--- config.mk ---
export PLATFORM = sky130hd
export DESIGN_NAME = frame_pixel_tx_flat
export DESIGN_NICKNAME = d
export VERILOG_FILES = /design/src/rtl/frame_tx_pkg.sv /design/src/rtl/frame_pixel_tx_if.sv /design/src/rtl/pixel_lane_swap.sv /design/src/rtl/frame_pixel_tx.sv /design/src/flat_wrapper.sv
export SDC_FILE = /design/constraint.sdc
export NUM_CORES = 1
export LEC_CHECK = 0
export CAP_MARGIN = 20
export CORE_ASPECT_RATIO = 1.4
export CORE_MARGIN = 4
export CORE_UTILIZATION = 50
export DETAILED_ROUTE_END_ITERATION = 7
export HOLD_SLACK_MARGIN = 0.08
export PLACE_DENSITY_LB_ADDON = 0.1
export SLEW_MARGIN = 25
export SYNTH_ARGS = -nofsm -noshare
export SYNTH_HDL_FRONTEND = slang
export SYNTH_HIERARCHICAL = 1
export SYNTH_SLANG_ARGS = --single-unit
--- constraint.sdc ---
create_clock -name sys_clk -period 5.3 [get_ports sys_clk]
set_input_delay 1.06 -clock sys_clk [delete_from_list [all_inputs] [get_ports sys_clk]]
set_output_delay 1.06 -clock sys_clk [all_outputs]
set_load 0.005 [all_outputs]
--- src/rtl/frame_tx_pkg.sv ---
`default_nettype none
// ============================================================================
// Module   : frame_tx_pkg
// Purpose  : Shared types, default constants and the frame-config check for
//            the frame_pixel_tx transmitter.
// Contents : tx_state_t  - transmitter FSM state encoding
//            c_DWIDTH    - default bits per pixel
//            c_LANES     - default pixels per beat
//            cfg_ok()    - legality check for a start request
// Revision : 1.0 - initial release
// ============================================================================
package frame_tx_pkg;

  localparam int c_DWIDTH = 10;
  localparam int c_LANES  = 8;

  typedef enum logic [2:0] {
    ST_IDLE = 3'd0,
    ST_NEWF = 3'd1,
    ST_LEAD = 3'd2,
    ST_GAP  = 3'd3,
    ST_ROW  = 3'd4,
    ST_DONE = 3'd5
  } tx_state_t;

  // A frame is legal when it has at least one row and its row length is a
  // non-zero whole number of beats (lanes is a power of two).
  function automatic logic cfg_ok(input logic [31:0] rows,
                                  input logic [31:0] cols,
                                  input int          lanes);
    logic [31:0] w_mask;
    w_mask = 32'(lanes - 1);
    return (rows != 32'd0) && (cols != 32'd0) && ((cols & w_mask) == 32'd0);
  endfunction

endpackage : frame_tx_pkg
`default_nettype wire

--- src/rtl/frame_pixel_tx_if.sv ---
`default_nettype none
// ============================================================================
// Module   : frame_pixel_tx_if
// Purpose  : Pixel path of the frame transmitter: upstream ready/valid stream
//            in, filter-side frame/pixel signals out.
// Signals  : s_data/s_valid/s_ready - upstream beat handshake
//            new_frame              - one-cycle frame pulse to the filter
//            data_in/data_vld       - lane-reversed pixels to the filter
// Modports : master - the transmitter
//            slave  - the environment (source + filter)
// Revision : 1.0 - initial release
// ============================================================================
interface frame_pixel_tx_if
  import frame_tx_pkg::*;
#(
  parameter int DWIDTH = c_DWIDTH,
  parameter int LANES  = c_LANES
) ();

  logic [LANES*DWIDTH-1:0] s_data;
  logic                    s_valid;
  logic                    s_ready;
  logic                    new_frame;
  logic [LANES*DWIDTH-1:0] data_in;
  logic                    data_vld;

  modport master (
    input  s_data,
    input  s_valid,
    output s_ready,
    output new_frame,
    output data_in,
    output data_vld
  );

  modport slave (
    output s_data,
    output s_valid,
    input  s_ready,
    input  new_frame,
    input  data_in,
    input  data_vld
  );

endinterface : frame_pixel_tx_if
`default_nettype wire

--- src/rtl/pixel_lane_swap.sv ---
`default_nettype none
// ============================================================================
// Module   : pixel_lane_swap
// Purpose  : Purely combinational lane reversal of a multi-pixel beat, so the
//            earliest pixel (lane 0) ends up in the most significant lane.
// Ports    : i_data - LANES*DWIDTH input beat, lane 0 in the LSBs
//            o_data - LANES*DWIDTH output beat, lane order reversed
// Revision : 1.0 - initial release
// ============================================================================
module pixel_lane_swap #(
  parameter int DWIDTH = 10,
  parameter int LANES  = 8
) (
  input  wire logic [LANES*DWIDTH-1:0] i_data,
  output logic      [LANES*DWIDTH-1:0] o_data
);

  for (genvar k = 0; k < LANES; k++) begin : g_lane
    assign o_data[(LANES-1-k)*DWIDTH +: DWIDTH] = i_data[k*DWIDTH +: DWIDTH];
  end

endmodule : pixel_lane_swap
`default_nettype wire

--- src/rtl/frame_pixel_tx.sv ---
`default_nettype none
// ============================================================================
// Module   : frame_pixel_tx
// Purpose  : Frame transmitter. On an accepted start it pulses new_frame,
//            waits LEAD idle cycles, then for each row waits ROW_GAP idle
//            cycles and accepts colSize/LANES upstream beats, forwarding each
//            one lane-reversed on data_in/data_vld one cycle later.
// Ports    : sys_clk, sys_rst_n     - clock, async active-low reset
//            start, abort           - frame request / synchronous cancel
//            rowSize, colSize       - frame geometry, latched at start
//            px (master)            - upstream stream + filter pixel outputs
//            busy, done, cfg_err    - status pulses / level
//            underflow              - sticky mid-row bubble flag
// Revision : 1.0 - initial release
// ============================================================================
module frame_pixel_tx
  import frame_tx_pkg::*;
#(
  parameter int DWIDTH  = c_DWIDTH,
  parameter int LANES   = c_LANES,
  parameter int LEAD    = 4,
  parameter int ROW_GAP = 1
) (
  input  wire logic        sys_clk,
  input  wire logic        sys_rst_n,
  input  wire logic        start,
  input  wire logic        abort,
  input  wire logic [31:0] rowSize,
  input  wire logic [31:0] colSize,
  frame_pixel_tx_if.master px,
  output logic             busy,
  output logic             done,
  output logic             cfg_err,
  output logic             underflow
);

  localparam int          c_SHIFT     = $clog2(LANES);
  localparam int          c_W         = LANES * DWIDTH;
  // Last count value of each idle phase; the LEAD phase is skipped when 0.
  localparam logic [31:0] c_LEAD_LAST = (LEAD > 0)    ? 32'(LEAD - 1)    : 32'd0;
  localparam logic [31:0] c_GAP_LAST  = (ROW_GAP > 0) ? 32'(ROW_GAP - 1) : 32'd0;

  tx_state_t        r_state;
  tx_state_t        w_next;
  logic [31:0]      r_rows;
  logic [31:0]      r_bpr;
  logic [31:0]      r_beat;
  logic [31:0]      r_row;
  logic [31:0]      r_wait;
  logic [c_W-1:0]   r_data;
  logic             r_vld;
  logic             r_cfg_err;
  logic             r_underflow;

  logic             w_hs;
  logic             w_start_ok;
  logic             w_last_beat;
  logic             w_last_row;
  logic [c_W-1:0]   w_swapped;

  // s_ready depends on the registered state only.
  assign w_hs        = px.s_valid & (r_state == ST_ROW);
  assign w_start_ok  = start & cfg_ok(rowSize, colSize, LANES);
  assign w_last_beat = (r_beat == (r_bpr - 32'd1));
  assign w_last_row  = (r_row == (r_rows - 32'd1));

  pixel_lane_swap #(
    .DWIDTH (DWIDTH),
    .LANES  (LANES)
  ) u_swap (
    .i_data (px.s_data),
    .o_data (w_swapped)
  );

  // ---------------------------------------------------------------- state reg
  always_ff @(posedge sys_clk or negedge sys_rst_n) begin
    if (!sys_rst_n) begin
      r_state <= ST_IDLE;
    end else begin
      r_state <= w_next;
    end
  end

  // --------------------------------------------------------------- next state
  always_comb begin
    w_next = r_state;
    case (r_state)
      ST_IDLE: if (w_start_ok) w_next = ST_NEWF;
      ST_NEWF: w_next = (LEAD == 0) ? ST_GAP : ST_LEAD;
      ST_LEAD: if (r_wait == c_LEAD_LAST) w_next = ST_GAP;
      ST_GAP:  if (r_wait == c_GAP_LAST) w_next = ST_ROW;
      ST_ROW:  if (w_hs && w_last_beat) w_next = w_last_row ? ST_DONE : ST_GAP;
      ST_DONE: w_next = ST_IDLE;
      default: w_next = ST_IDLE;
    endcase
    // Cancel beats everything except a start taken from IDLE.
    if (abort && (r_state != ST_IDLE)) w_next = ST_IDLE;
  end

  // ------------------------------------------------------------------ outputs
  always_comb begin
    px.s_ready   = (r_state == ST_ROW);
    px.new_frame = (r_state == ST_NEWF);
    done         = (r_state == ST_DONE);
    busy         = (r_state != ST_IDLE);
  end

  assign px.data_in  = r_data;
  assign px.data_vld = r_vld;
  assign cfg_err     = r_cfg_err;
  assign underflow   = r_underflow;

  // --------------------------------------------------------- counters / config
  always_ff @(posedge sys_clk or negedge sys_rst_n) begin
    if (!sys_rst_n) begin
      r_rows <= 32'd0;
      r_bpr  <= 32'd0;
      r_beat <= 32'd0;
      r_row  <= 32'd0;
      r_wait <= 32'd0;
    end else begin
      if ((r_state == ST_IDLE) && w_start_ok) begin
        r_rows <= rowSize;
        r_bpr  <= colSize >> c_SHIFT;
      end

      // Idle-phase counter restarts on every state change.
      if (r_state != w_next) r_wait <= 32'd0;
      else                   r_wait <= r_wait + 32'd1;

      if (r_state == ST_GAP) r_beat <= 32'd0;
      else if (w_hs)         r_beat <= r_beat + 32'd1;

      if (r_state == ST_IDLE)                       r_row <= 32'd0;
      else if (w_hs && w_last_beat && !w_last_row)  r_row <= r_row + 32'd1;
    end
  end

  // ----------------------------------------------------------- data / status
  always_ff @(posedge sys_clk or negedge sys_rst_n) begin
    if (!sys_rst_n) begin
      r_data      <= '0;
      r_vld       <= 1'b0;
      r_cfg_err   <= 1'b0;
      r_underflow <= 1'b0;
    end else begin
      if (w_hs) r_data <= w_swapped;
      r_vld     <= w_hs;
      r_cfg_err <= (r_state == ST_IDLE) && start && !w_start_ok;

      // A missing beat after the row has started is a bubble; waiting for
      // the first beat of a row is not.
      if ((r_state == ST_IDLE) && w_start_ok)
        r_underflow <= 1'b0;
      else if ((r_state == ST_ROW) && !px.s_valid && (r_beat != 32'd0))
        r_underflow <= 1'b1;
    end
  end

endmodule : frame_pixel_tx
`default_nettype wire

--- src/flat_wrapper.sv ---
// flat-port wrapper written by rule: the top's interface ports become plain ports
module frame_pixel_tx_flat import frame_tx_pkg::*;
#(
  parameter int DWIDTH  = c_DWIDTH,
  parameter int LANES   = c_LANES,
  parameter int LEAD    = 4,
  parameter int ROW_GAP = 1
)
  (sys_clk, sys_rst_n, start, abort, rowSize, colSize, busy, done, cfg_err, underflow, px_s_data, px_s_valid, px_s_ready, px_new_frame, px_data_in, px_data_vld);
  frame_pixel_tx_if #(.DWIDTH(DWIDTH), .LANES(LANES)) px_i ();
  input  wire logic sys_clk;
  input  wire logic sys_rst_n;
  input  wire logic start;
  input  wire logic abort;
  input  wire logic [31:0] rowSize;
  input  wire logic [31:0] colSize;
  output logic busy;
  output logic done;
  output logic cfg_err;
  output logic underflow;
  input wire logic [$bits(px_i.s_data)-1:0] px_s_data;
  input wire logic [$bits(px_i.s_valid)-1:0] px_s_valid;
  output wire logic [$bits(px_i.s_ready)-1:0] px_s_ready;
  output wire logic [$bits(px_i.new_frame)-1:0] px_new_frame;
  output wire logic [$bits(px_i.data_in)-1:0] px_data_in;
  output wire logic [$bits(px_i.data_vld)-1:0] px_data_vld;
  assign px_i.s_data = px_s_data;
  assign px_i.s_valid = px_s_valid;
  assign px_s_ready = px_i.s_ready;
  assign px_new_frame = px_i.new_frame;
  assign px_data_in = px_i.data_in;
  assign px_data_vld = px_i.data_vld;
  frame_pixel_tx #(.DWIDTH(DWIDTH), .LANES(LANES), .LEAD(LEAD), .ROW_GAP(ROW_GAP)) u_core (.sys_clk(sys_clk), .sys_rst_n(sys_rst_n), .start(start), .abort(abort), .rowSize(rowSize), .colSize(colSize), .px(px_i), .busy(busy), .done(done), .cfg_err(cfg_err), .underflow(underflow));
endmodule
Yosys cells after proc, flatten, opt, wreduce, memory -nomap -nowiden
Cells that the tools add are included.

cells by class
  add/subtract/negate cells = 5
  eq/ne operators = 9
  multiplexer cells = 14
  bitwise operators = 2
  reduce and logical (&&, ||, !) cells = 23

operator list
  kind                     number
  $mux W32                 5
  $add A32 B1 Y32 const B  3
  $reduce_bool A32 Y1      3
  $eq A32 B32 Y1           2
  $logic_not A32 Y1        2
  $eq A32 B2 Y1 const B    1
  $sub A32 B1 Y32 const B  1
  $sub A29 B1 Y30 const B  1
  $mux W3                  6
  $pmux W3 S5              1
  $logic_and A1 B1 Y1      10
  $eq A3 B2 Y1 const B     2
  $eq A3 B3 Y1 const B     2
  $reduce_bool A2 Y1       3
  $eq A3 B1 Y1 const B     1
  $logic_not A1 Y1         3
  $logic_not A3 Y1         1
  $ne A3 B3 Y1             1
  $reduce_bool A3 Y1       1
  $and A1 B1 Y1            2
  $mux W1                  2

word-level totals
  flip-flop bits (word level) = 243
  input port bits = 149

Longest topological paths before layout
  depth after elaboration = 9
  mapped depth = 15

By module
The synthesis kept the hierarchy.

modules (own cells, without submodules)
  module           times used  cells each  area an instance (sq um)
  frame_pixel_tx   1           1285        12986.2
  pixel_lane_swap  1           80          600.6

Worst setup path after synthesis
No wires, ideal clock.

  kind = reg-to-reg
  start = register u_core.r_bpr[0]
  end = register u_core.r_row[22]
  library setup time = 0.066 ns
  data arrival time = 3.702 ns
  slack = 1.532 ns
  stages on the path, launching flop included = 15
  clock period less this slack = 3.768 ns
  path through = dfrtp_1 > inv_1 > ha_1 > or4b_4 > buf_6 > or4_4 > buf_6 > or4_1 > a211oi_1 > nor4b_2 > o2111a_2 > o41ai_2 > buf_6 > or4_1 > nand2_1

between the ends
  cells in the longest elaborated chain, start to end = 5

RTL lines
  item                               line                   source
  from (decl)                        frame_pixel_tx.sv:46   logic [31:0] r_bpr;
  from (signal assigned)             frame_pixel_tx.sv:124  r_bpr <= colSize >> c_SHIFT;
  $sub A29 B1 Y30                    frame_pixel_tx.sv:64   assign w_last_beat = (r_beat == (r_bpr - 32'd1));
  $eq A32 B32 Y1                     frame_pixel_tx.sv:64
  $logic_and A1 B1 Y1 (2 in series)  frame_pixel_tx.sv:135  else if (w_hs && w_last_beat && !w_last_row) r_row <= r_row + 32'd1;
  $reduce_bool A2 Y1 (no line)       n/a
  to (signal assigned)               frame_pixel_tx.sv:135
  to (decl)                          frame_pixel_tx.sv:48   logic [31:0] r_row;

Every way passes these cells.
A chain may end at the register's enable or synchronous reset.

Worst setup path in the final report
  start = register u_core.r_bpr[0]
  end = register u_core.r_row[11]

Same word-level chain as after synthesis.

==> impl_metrics.json <==
{
  "status": "completed",
  "drt-initial-drc-count": 550,
  "cp-start-kind": "register",
  "final.setup.tns_ps": 0,
  "critPathKind": "register to register",
  "maxSlewViolCount": 0,
  "maxCapViolCount": 0,
  "placed_area_mm2": 0.0157,
  "insertion_delay_ps": 530,
  "final_cell_mix": "243 x dfrtp_1, 234 x clkdlybuf4s50_1, 137 x mux2_2, 113 x nor2_1, 110 x nand2_1",
  "core-area_mm2": 0.0268,
  "synth_area_mm2": 0.0136,
  "async_reset_ff_frac": 1.00,
  "ys_seq_area_frac": 0.448,
  "clock_path_buffers": 3,
  "reg2reg_to": "u_core/r_row[11]",
  "crit_path_cell_trace": "inv_1 > ha_1 > or4b_4 > or4_4 > or4_1 > a211oi_1 > nor4b_2 > o2111a_2 > o41a_2 > buf_4 > a41o_1",
  "p_per_area_mw_per_mm2": 421,
  "synth.top_cells.by_area": "dfrtp_1 45%, mux2_2 11%, xnor2_1 5.2%, buf_4 4.4%, xor2_1 3.2%",
  "final_net_count": 1655,
  "synth_warnings": 6,
  "drive_gt1_frac": 0.152,
  "cts_buffers": 27,
  "port_buffers": 235,
  "start_util": 0.506,
  "synthFlopType": "dfrtp_1",
  "pin_count": 236,
  "yosys.area.top_type_share": 0.448,
  "stdcell_count": 1883,
  "drc": 0,
  "cts_resized": 0,
  "ys_types": 62,
  "crit_family": "simple AND/OR/NAND/NOR gates",
  "seq_area_mm2": 0.00608,
  "hp-class": "register to register",
  "worst_pin_slew_ps": 819,
  "num_vias": 10600,
  "fillCellCount": 2308,
  "slew-limit-headroom": 0.454,
  "grt_max_degree": 112,
  "p_clk_frac": 0.275,
  "crit_path_max_incr_delay_ps": 650,
  "peakVddDrop_v": 0.000285,
  "critPathSlowestCell": "o41a_2",
  "rsz0062_at_grt": "no",
  "hold-path-endpoint": "u_core/px.data_in[62]",
  "grt_pass1_wl_mm": 56.7,
  "synth-seq-cells": 243,
  "hold_buffers": 0,
  "p_sw_mw": 2.32,
  "holdWs_ps": 507,
  "post_cts_buffers": 0,
  "die_h_um": 203,
  "grt_use_total": 0.232,
  "dpl.cell_count": 1835,
  "ff2ff_setup_slack_ps": 900,
  "syn_avg_cell_area_um2": 9.95,
  "place_hpwl_mm": 25.6,
  "finalHoldViolCount": 0,
  "cp_data_required_time_ps": 5760,
  "die-area_mm2": 0.0299,
  "synth_edf_count": 0,
  "multi_input_area_mm2": 0.00657,
  "period_share": 0.831,
  "p_comb_frac": 0.322,
  "area_growth_pct": 22.3,
  "clk_pin_slew_ps": 60,
  "cts_sinks": 243,
  "cp.arrival_ps": 4860,
  "place.gp.congestion": 0.903,
  "seqPwrFrac": 0.403,
  "critical_path.max_fanout": 40,
  "reg2reg_from": "u_core/r_bpr[0]",
  "end_kind": "register",
  "final_common_cell": "dfrtp_1",
  "grt-ovfl-total": 0,
  "min_path_cells": 1,
  "skew_ps": 10.1,
  "grt_pass1_vias": 10700,
  "routedWlPerCell_um": 18.7,
  "routed_via_density": 5.62,
  "cts-root-buf": "clkbuf_16",
  "die_w_um": 147,
  "holdCritStartpoint": "u_core/px.data_in[62]",
  "first_pass_iters": 5,
  "synth_nets": 1521,
  "ff2ff_path_depth": 11,
  "critPathBufInv": 2,
  "cts_htree_levels": 1,
  "final-setup-viol-count": 0,
  "cts_tree": "yes",
  "fmaxAchievable_mhz": 227,
  "p_sw_frac": 0.331,
  "ant_nets": 0,
  "p_int_mw": 4.69,
  "synth_top_area_cell": "dfrtp_1",
  "post-route-cell-area_mm2": 0.0166,
  "antenna_found_initial": 2,
  "synth_cells": 1365,
  "leakagePower_nw": 7.06,
  "wl_mm": 35.2,
  "period_minus_slack_ps": 4400,
  "core.rowCount": 71
}
-- kinds of logic after synthesis --
group | share of synthesized area
adder cells (fa/ha/maj) | 0.00645
AND/OR/NAND/NOR | 0.202
XOR/XNOR | 0.0844
multiplexers | 0.120
AO/OA/AOI/OAI | 0.0667
flip-flops | 0.448
buffers and inverters | 0.0724
-- routing by layer --
metal  up-vias  part of all wire  track usage  wire length [µm]
met2       221              0.55        0.441             19400
met3        65             0.040       0.0351              1400
met1      5244              0.38        0.265             13400
li1       5058                 -            -                 -
met4         0             0.028       0.0690               983
met5         -                 0            0                 0
-- power groups by stage --
stage	Combinational, mW	Clock [mW]	Sequential [mW]
global route	2.49	2.05	2.90
detailed placement	2.26	0	2.85
CTS	2.27	1.98	2.82
floorplan	1.46	0	2.67
finish	2.25	1.92	2.82
global placement	2.22	0	2.83
-- worst max-delay path by stage --
stage | start | to | slack (ps) | depth (start not counted)
finish | u_core/r_bpr[0] | u_core/r_row[11] | 900 | 11
floorplan | u_core/r_bpr[0] | u_core/r_row[22] | 1530 | 14
CTS | u_core/r_bpr[0] | u_core/r_row[11] | 910 | 11
detailed placement | u_core/r_bpr[0] | u_core/r_row[11] | 910 | 11
global placement | u_core/r_bpr[0] | u_core/r_row[11] | 990 | 11
global route | u_core/r_bpr[0] | u_core/r_row[11] | 520 | 11
-- worst register-to-register path: stages (launching register included) --
cell and delay (ps):
dfrtp_1 410, inv_1 90, ha_1 190, or4b_4 530, or4_4 570, or4_1 490, a211oi_1 230, nor4b_2 220
o2111a_2 290, o41a_2 650, buf_4 450, a41o_1 210
-- cell type report --
cell class,instances,share of cell area
well taps,365,0.0275
multi-input cells,950,0.395
diodes,2,0.000301
repair buffers,251,0.150
inverters,26,0.00587
flip-flops and latches,243,0.366
clock buffers,36,0.0475
clock inverters,10,0.00798
-- sequential cells by signal, indices dropped and copies added, names as in the netlist --
signal              flops
u_core/r_beat          32
u_core/r_state          3
u_core/px.data_in      80
u_core/cfg_err          1
u_core/px.data_vld      1
u_core/r_rows          32
u_core/r_bpr           29
u_core/underflow        1
u_core/r_row           32
u_core/r_wait          32
-- synthesized netlist by cell type (27+ instances only) --
master    instances
a21oi_1          28
and3_1           27
buf_4            80
clkbuf_1         47
dfrtp_1         243
mux2_2          137
nand2_1         110
nand3_1          47
nand4_1          41
nor2_1          114
nor3_1           60
nor4_1           50
xnor2_1          81
xor2_1           50
-- stage by stage --
step | power, mW | setup WS, ps | util
3_3_place_gp | 5.05 | 987 | 0.585
4_1_cts | 7.07 | 910 | 0.619
3_5_place_dp | 5.11 | 913 | 0.585
5_1_grt | 7.44 | 524 | 0.619
2_1_floorplan | 4.14 | 1530 | -
6_report | 7.00 | 896 | 0.619
Power figures use the tool's default switching activity.
